## src/rtl/instruction_fetch_pkg.sv

```systemverilog
// Shared constants for the fetch stage: default widths, reset PC and instruction encoding helpers.
package instruction_fetch_pkg;
  localparam int          IF_WIDTH      = 32;
  localparam int          IF_MEM_SIZE   = 1024;
  localparam int unsigned IF_RESET_PC   = 0;
  localparam int          IF_FIFO_DEPTH = 2;
  localparam int          INST_BYTES    = 4;
  localparam logic [31:0] NOP           = 32'h0000_0013;
endpackage

```

## src/rtl/instruction_fetch_fifo.sv

```systemverilog
// Synchronous fetch buffer holding {inst, pc} pairs; flush wins over push.
module instruction_fetch_fifo
  import instruction_fetch_pkg::*;
#(
  parameter int WIDTH = 64,
  parameter int DEPTH = 2
) (
  input  logic                       clk,
  input  logic                       rst,
  input  logic                       push,
  input  logic                       pop,
  input  logic                       flush,
  input  logic [WIDTH-1:0]           din,
  output logic [WIDTH-1:0]           dout,
  output logic [$clog2(DEPTH+1)-1:0] count
);
  localparam int AW = (DEPTH > 1) ? $clog2(DEPTH) : 1;
  localparam int CW = $clog2(DEPTH + 1);

  logic [WIDTH-1:0] mem [DEPTH];
  logic [AW-1:0]    rd_ptr, wr_ptr;
  logic             do_push, do_pop, full;

  function automatic logic [AW-1:0] next_ptr(input logic [AW-1:0] p);
    return (p == AW'(DEPTH - 1)) ? '0 : p + 1'b1;
  endfunction

  assign full    = (count == CW'(DEPTH));
  assign do_pop  = pop & (count != '0);
  assign do_push = push & (~full | do_pop);
  assign dout    = mem[rd_ptr];

  always_ff @(posedge clk or posedge rst) begin
    if (rst) begin
      rd_ptr <= '0;
      wr_ptr <= '0;
      count  <= '0;
      for (int i = 0; i < DEPTH; i++) mem[i] <= '0;
    end else if (flush) begin
      rd_ptr <= '0;
      wr_ptr <= '0;
      count  <= '0;
    end else begin
      // Credit logic upstream must make a push into a full, non-popping buffer impossible.
      assert (!(push && full && !pop));
      if (do_push) begin
        mem[wr_ptr] <= din;
        wr_ptr      <= next_ptr(wr_ptr);
      end
      if (do_pop) rd_ptr <= next_ptr(rd_ptr);
      case ({do_push, do_pop})
        2'b10:   count <= count + 1'b1;
        2'b01:   count <= count - 1'b1;
        default: count <= count;
      endcase
    end
  end
endmodule

```

## src/rtl/instruction_fetch.sv

```systemverilog
// PC generator and fetch buffer in front of a 1-cycle-latency instruction memory,
// with credit-based issue and redirect squash of the in-flight read.
module instruction_fetch
  import instruction_fetch_pkg::*;
#(
  parameter int          WIDTH1     = IF_WIDTH,
  parameter int          MEM_SIZE   = IF_MEM_SIZE,
  parameter int unsigned RESET_PC   = IF_RESET_PC,
  parameter int          FIFO_DEPTH = IF_FIFO_DEPTH
) (
  input  logic              clk,
  input  logic              reset,
  input  logic              fetch_en,
  output logic [WIDTH1-1:0] imem_addr,
  input  logic [WIDTH1-1:0] imem_rdata,
  output logic              inst_valid,
  input  logic              inst_ready,
  output logic [WIDTH1-1:0] inst,
  output logic [WIDTH1-1:0] inst_pc,
  input  logic              redirect,
  input  logic [WIDTH1-1:0] redirect_pc
);
  localparam int CW = $clog2(FIFO_DEPTH + 1);

  logic [WIDTH1-1:0]   pc, req_pc;
  logic                inflight, issue, push, pop;
  logic [CW-1:0]       count;
  logic [CW:0]         occ_after_pop;
  logic [2*WIDTH1-1:0] head;

  assign imem_addr  = (pc >> 2) & WIDTH1'(MEM_SIZE - 1);
  assign inst_valid = (count != '0) & ~redirect;
  assign pop        = inst_valid & inst_ready;
  assign push       = inflight & ~redirect;

  // The outstanding read already owns a slot, so it counts against capacity.
  assign occ_after_pop = {1'b0, count} + (CW+1)'(inflight) - (CW+1)'(pop);
  assign issue         = fetch_en & ~redirect & (occ_after_pop < (CW+1)'(FIFO_DEPTH));

  always_ff @(posedge clk or posedge reset) begin
    if (reset) begin
      pc       <= WIDTH1'(RESET_PC);
      req_pc   <= '0;
      inflight <= 1'b0;
    end else if (redirect) begin
      pc       <= {redirect_pc[WIDTH1-1:2], 2'b00};
      inflight <= 1'b0;
    end else begin
      inflight <= issue;
      if (issue) begin
        pc     <= pc + WIDTH1'(INST_BYTES);
        req_pc <= pc;
      end
    end
  end

  instruction_fetch_fifo #(
    .WIDTH (2*WIDTH1),
    .DEPTH (FIFO_DEPTH)
  ) u_fifo (
    .clk   (clk),
    .rst   (reset),
    .push  (push),
    .pop   (pop),
    .flush (redirect),
    .din   ({imem_rdata, req_pc}),
    .dout  (head),
    .count (count)
  );

  assign inst    = head[2*WIDTH1-1:WIDTH1];
  assign inst_pc = head[WIDTH1-1:0];
endmodule

```

## config.mk

```make
export PLATFORM = sky130hd
export DESIGN_NAME = instruction_fetch
export DESIGN_NICKNAME = d
export VERILOG_FILES = /design/src/rtl/instruction_fetch_pkg.sv /design/src/rtl/instruction_fetch_fifo.sv /design/src/rtl/instruction_fetch.sv
export SDC_FILE = /design/constraint.sdc
export NUM_CORES = 1
export LEC_CHECK = 0
export ABC_CLOCK_PERIOD_IN_PS = 10450
export CAP_MARGIN = 20
export CORE_ASPECT_RATIO = 1.1
export CORE_UTILIZATION = 30
export CTS_BUF_LIST = sky130_fd_sc_hd__clkbuf_8 sky130_fd_sc_hd__clkbuf_16
export DETAILED_ROUTE_END_ITERATION = 16
export PLACE_DENSITY = 0.48
export SKIP_LAST_GASP = 1
export SYNTH_ARGS = -nofsm -noshare
export SYNTH_HDL_FRONTEND = slang
export SYNTH_SLANG_ARGS = --single-unit
```

## constraint.sdc

```tcl
create_clock -name clk -period 10.45 [get_ports clk]
set_input_delay 2.09 -clock clk [delete_from_list [all_inputs] [get_ports clk]]
set_output_delay 2.09 -clock clk [all_outputs]
set_load 0.03 [all_outputs]
```

Word level (Yosys, flattened, before mapping)
Index checks and enable logic that the tools add are counted.
- input bits: 69
- register bits: 197
- output and inout port bits: 97
- $lt $le $gt $ge: 4
- $add $sub $neg: 7
- bitwise operators: 12
- mux-type cells: 17
- equality and inequality tests: 3
- reduce and logical (&&, ||, !) cells: 8
- operator list (kind ; number):
    64-bit 2-to-1 mux ; 4
    128-bit bitwise mux ; 1
    64-bit demux with 1-bit select ; 1
    32-bit 2-to-1 mux ; 2
    32-bit by 3-bit adder with 32-bit output (second input constant) ; 1
    2-bit nonzero test ; 4
    1-bit bitwise AND ; 7
    1-bit 2-to-1 mux ; 7
    2-bit == test (second input constant) ; 2
    2-bit greater-or-equal comparator (second input constant) ; 2
    1-bit NOT with 2-bit output ; 2
    2-bit case mux with 2 select lines ; 1
    2-bit AND reduction ; 2
    2-bit by 1-bit adder with 3-bit output ; 1
    3-bit by 2-bit < comparator with 1-bit output (second input constant) ; 1
    3-bit nonzero test ; 1
    3-bit by 1-bit subtractor with 3-bit output ; 1
    1-bit adder (second input constant) ; 2
    2-bit by 1-bit adder with 2-bit output (second input constant) ; 1
    2-bit by 1-bit == test with 1-bit output (second input constant) ; 1
    2-bit by 1-bit < comparator with 1-bit output (second input constant) ; 1
    2-bit 2-to-1 mux ; 1
    1-bit NOT ; 2
    2-bit by 1-bit subtractor with 2-bit output (second input constant) ; 1
    2 further kinds ; 2

Longest topological paths before layout
- word-level depth: 9
- gate-level depth with buffers: 15
- mapped depth without buffers: 13

Modules after synthesis
Synthesis repeated with hierarchy kept, for this count alone.
- cells, all modules: 756
- area total of the unflattened synthesis: 9316.4 µm²
- modules (own cells, without submodules) (module ; area each (µm²) ; instances ; cells each):
    instruction_fetch_fifo ; 5916.9 ; 1 ; 366
    instruction_fetch ; 3399.5 ; 1 ; 390

Worst setup path before layout
No wires, ideal clock.
- path type: input port to flip-flop
- start point: in redirect
- end point: reg pc[31]
- required time: 10381 ps
- buffers on the path: 2
- setup slack: 5408 ps
- stages on the path: 14
- data arrival time: 4973 ps
- setup time: 69 ps
- cells stage by stage: clkbuf_1 nor2_1 nand2_1 inv_1 ha_1 nand2b_1 fa_1 nand3b_1 or2_2 inv_1 buf_2 nand2_1 or4_1 nand3_1
- cells in the longest elaborated chain, start to end: 7
- elaborated cells between the ends (all ways): 9
- ends and longest elaborated chain (item ; RTL line ; source):
    start: declaration ; instruction_fetch.sv:20 ; input logic redirect,
    1-bit NOT (no source line) ; - ;
    1-bit bitwise AND ; instruction_fetch.sv:32 ; assign inst_valid = (count != '0) & ~redirect;
    named net inst_valid ; instruction_fetch.sv:16 ; output logic inst_valid,
    1-bit bitwise AND ; instruction_fetch.sv:33 ; assign pop = inst_valid & inst_ready;
    3-bit by 1-bit subtractor with 3-bit output ; instruction_fetch.sv:37 ; assign occ_after_pop = {1'b0, count} + (CW+1)'(inflight) - (CW+1)'(pop);
    3-bit by 2-bit < comparator with 1-bit output ; instruction_fetch.sv:38 ; assign issue = fetch_en & ~redirect & (occ_after_pop < (CW+1)'(FIFO_DEPTH));
    1-bit bitwise AND ; instruction_fetch.sv:38 ;
    2-bit nonzero test (no source line) ; - ;
    end signal: assignment ; instruction_fetch.sv:42 ; pc <= WIDTH1'(RESET_PC);
    end signal: assignment ; instruction_fetch.sv:46 ; pc <= {redirect_pc[WIDTH1-1:2], 2'b00};
    end signal: assignment ; instruction_fetch.sv:51 ; pc <= pc + WIDTH1'(INST_BYTES);
    end: declaration ; instruction_fetch.sv:25 ; logic [WIDTH1-1:0] pc, req_pc;
The timed path passes the listed nets, and every way through them passes these cells.
A chain may end at the register's enable or synchronous reset.

Worst setup path after layout
- start point: in redirect
- end point: out inst_valid
- cells in the longest elaborated chain, start to end: 2
- ends and longest elaborated chain (item ; RTL line):
    1-bit NOT (no source line) ; -
    1-bit bitwise AND ; instruction_fetch.sv:32
    end: declaration ; instruction_fetch.sv:16
No other way between the ends.

==> impl.org <==
** Worst hold path
- Counting instances, the worst hold path has a depth of 1.
- Min-delay src :: u_fifo.mem[116]
- Hold Path Sink :: u_fifo.mem[116]
- Type of the tightest min-delay check :: reg2reg

** Place
- The congestion estimate from routability-driven global placement came to 0.720.
- Buffers on Ports :: 139
- Detailed placement HPWL :: 12.7 mm

** Routing
- Detailed Routing Iterations Pass 1 :: 4
- Dividing the detail-routed via count by the number of cells gives 4.75.
- The routed layout has 5815 vias.
- For this run, design rule violations remaining after detail routing come to 0.
- For this block, the routed nets add up to 20.5 mm of wire.
- DRT iter0 DRCs :: 269
- Remaining antenna violation count :: 0
- In the final routed layout, each cell accounts on average for 16.8 um.

** Clocking
- In this run the deepest clock path goes through 2 buffers.
- Cts bufs inserted :: 17
- The H-tree was split into 4 levels.
- TritonCTS built the clock tree.
- Clock Latency Late Sink :: 0.44 ns
- In this run, post-CTS hold repair placed 0 buffers.
- Sinks on the clock net :: 189
- Post-cts resize count :: 0
- Clock-pin slew was measured on the worst setup and hold paths at 0.07 ns.
- Post-CTS setup buffer count :: 0
- CTS placed an instance of sky130_fd_sc_hd__clkbuf_16 at the clock tree root.

** Floorplan
- Area of the core region :: 28600 um^2
- Effective utilization at floorplan :: 30.4%
- Chip Width :: 164 um
- Die span in y :: 181 um
- Row generation in the floorplan step produced 65 rows.
- IO Count :: 166
- The floorplan step defined a die boundary enclosing 29700 um^2.

** Layout
- Counting the fill cells in the layout gives 2805.
- Measured on the finished design, the core utilization comes to 38.1%.
- The area growth from synthesis to layout is 25.6%.
- Share of layout cells above drive strength 1 :: 27.1%
- The repair_antennas step left the layout with diodes totalling 0.
- In the final design database the tool counted 915 nets.

** Synth
- The synthesized netlist devotes 5.38% of its cell area to compound gates.
- Counting every instance in the synthesized netlist gives 724.
- By area, the combinational part of the netlist is dominated by multiplexers.
- Synthesis-stage register bit count :: 189
- Of the post-synthesis cell area, the part taken by muxes is 24.2%.
- Summing every instance area after synthesis gives 8700 um^2.
- Synthesized area per cell :: 12.0 um^2
- Count of warnings emitted by yosys :: 0
- After Yosys synthesis, full adders, half adders and majority gates account for 0.518% of the synthesized area.
- Xor/xnor cell area share of the yosys netlist :: 0.403%
- Share of synthesized area occupied by flip-flops and latches :: 54.4%
- Synth cell types :: 48
- Simple-gate area share of the yosys netlist :: 9.94%

** Power
- The internal portion of the total power is 1670 uW.
- Combinational fraction of design power :: 31.1%
- Switching power share of the total :: 33.1%
- Overall power consumption after layout is estimated at 2500 uW.
- P_sw :: 829 uW
- The analysis attributes to cell leakage a power of 0.00476 uW.
- Power per standard cell area :: 229 nW/um^2
- Proportion of power drawn by the clock network :: 26.9%
- Of the total power, registers draw 42.0%.
- Worst IR drop on VDD :: 0.0881 mV

** Worst setup path
- Cells on worst reg2reg path :: 14
- For the worst setup path, the data required time is 8.36 ns.
- CP Launch Type :: primary input
- Of all nets on the critical path, the largest fanout is 40.
- STA classifies the critical path endpoint as a primary output.
- The startpoint identified for the worst register-to-register timing path is u_fifo.count[1].
- Critical setup path kind :: in2out
- Worst reg2reg setup slack :: 6.86 ns
- Data on the critical path arrives at its endpoint at 3.71 ns.
- In this run the critical register-to-register path is captured at pc[21].

** Timing
- Crit share post-route :: 55.5%
- Max-Slew Margin vs Limit :: 29.8%
- Sum of negative setup slack :: 0 ns
- Post-route clock skew :: 0.0180 ns
- Timing would allow up to 172 MHz.
- Min Hold Slack :: 0.489 ns
- Hold Violations, Final :: 0
- At the pin with the least slew margin, the transition time is 1.05 ns.
- Setup-violating endpoint count in the final report :: 0
- Setup repair after global routing left no endpoint under its margin.
- The final max-slew violation count was 0.
- Time the worst path needs with I/O delays and setup :: 5.80 ns

** Global routing
- Pin count of the biggest net entering global routing :: 139
- Wire length of the first global-routing pass :: 33.1 mm
- Number of global-route vias before repair :: 5951
- In the global route stage, met2 resource usage came out at 23.1%.
- Overall track demand over capacity in global routing :: 14.5%
- Peak-usage layer in the global routing report :: met2
- Global routing consumed, on the met1 layer, 19.7% of the routing resources.
- The total overflow left after global routing is 0.
- For met3 alone, demand over resource in global routing was 3.22%.
- Number of antenna violations at the first check in global routing :: 0

** Job
- Across the run, the number of max-cap violations was 0.

** Run status
- The flow ran to the end, and the final reports show no timing, DRC or antenna violations.
==> metal layers <==
layer | part of all wire (%) | routed length (um)
met5 | 0 | 0
met3 | 4.4 | 901
met4 | 0.62 | 128
met1 | 48 | 9750
met2 | 47 | 9740
==> sequential cells by signal, indices dropped and copies added, names as in the netlist <==
signal,flops
inflight,1
pc,30
req_pc,30
u_fifo.count,2
u_fifo.mem,124
u_fifo.rd_ptr,1
u_fifo.wr_ptr,1
==> layout by cell type, fill, tap and decap left out, types with 5 or more instances in the layout <==
cell type                           n
sky130_fd_sc_hd__a21oi_1            6
sky130_fd_sc_hd__buf_4              7
sky130_fd_sc_hd__clkbuf_16         17
sky130_fd_sc_hd__clkdlybuf4s50_1  139
sky130_fd_sc_hd__conb_1            24
sky130_fd_sc_hd__dfrtp_1          188
sky130_fd_sc_hd__inv_1             11
sky130_fd_sc_hd__inv_8              7
sky130_fd_sc_hd__mux2_1             5
sky130_fd_sc_hd__mux2_2           181
sky130_fd_sc_hd__nand2_1          129
sky130_fd_sc_hd__nand3_1           21
sky130_fd_sc_hd__nand4_1            7
sky130_fd_sc_hd__nor2_1            15
sky130_fd_sc_hd__o211ai_1          13
sky130_fd_sc_hd__o21ai_0           17
sky130_fd_sc_hd__o311ai_0          16
==> worst max-delay path, stage by stage <==
cell                              delay, ns
sky130_fd_sc_hd__clkdlybuf4s50_1       0.45
sky130_fd_sc_hd__buf_4                 0.38
sky130_fd_sc_hd__nor2_1                0.12
sky130_fd_sc_hd__clkdlybuf4s50_1       0.64
==> how the worst max path moves through the flow <==
stage,from,endpoint,slack (ns)
final,redirect,inst_valid,4.65
after global routing,redirect,inst_valid,4.53
after floorplan,reset,inflight,3.22
after global placement,redirect,pc[21],4.41
after detailed placement,redirect,pc[21],4.41
after CTS,redirect,inst_valid,4.61
==> cell usage after synthesis (all sizes together) <==
library cell / n / area share [%]
mux2i: 1 / 0.12
mux2: 186 / 24
a22oi: 2 / 0.17
o211ai: 13 / 1.1
nor2: 15 / 0.65
ha: 2 / 0.29
a31oi: 1 / 0.072
nor3: 4 / 0.23
and4: 1 / 0.10
o311ai: 16 / 1.6
or2: 1 / 0.072
conb: 1 / 0.043
and3: 1 / 0.072
nor2b: 1 / 0.072
a31o: 4 / 0.40
a221o: 1 / 0.12
xnor2: 1 / 0.10
nand2: 129 / 5.6
nor4: 2 / 0.32
xor2: 3 / 0.30
o21ai: 17 / 0.98
and2: 2 / 0.14
a21oi: 6 / 0.35
inv: 12 / 0.52
nand4: 8 / 0.75
dfrtp: 189 / 54
a211oi: 1 / 0.086
a21o: 1 / 0.086
nand2b: 1 / 0.072
clkbuf: 20 / 0.86
o31ai: 1 / 0.086
buf: 49 / 3.7
nand3: 22 / 1.3
or4: 1 / 0.086
nor4b: 1 / 0.17
fa: 1 / 0.23
a41oi: 1 / 0.10
nand3b: 1 / 0.086
a32oi: 1 / 0.10
o41ai: 1 / 0.10
or3: 3 / 0.23
==> kinds of logic after synthesis <==
logic type / after synthesis
other: 1
multiplexers: 187
flip-flops: 189
AO/OA/AOI/OAI: 66
buffers and inverters: 81
adder cells (fa/ha/maj): 3
XOR/XNOR: 4
AND/OR/NAND/NOR: 193
==> per-stage QoR <==
step                      worst slack, ns  cells  area [um^2]
final                                4.65   1224        10900
after global routing                 4.53   1224        10900
after CTS                            4.61   1224        10900
after detailed placement             4.41   1192        10300
after global placement               4.41   1192        10300
after floorplan                      3.22    747         8780
==> final cells by class <==
type,count,area [um^2],area share (%)
clock buffer,17,425,3.90
inverter,12,52.6,0.481
sequential,189,4730,43.3
multi-input combinational,477,3620,33.1
timing repair buffer,146,1440,13.2
clock inverter,15,189,1.73
tap,368,460,4.22
==> power groups by stage <==
stage	Clock (uW)	Sequential, uW	Combinational, uW
CTS	702	1050	792
detailed placement	0	1070	789
finish	673	1050	778
floorplan	0	1020	553
global placement	0	1060	785
global route	731	1080	834
Power figures use the tool's default switching activity.
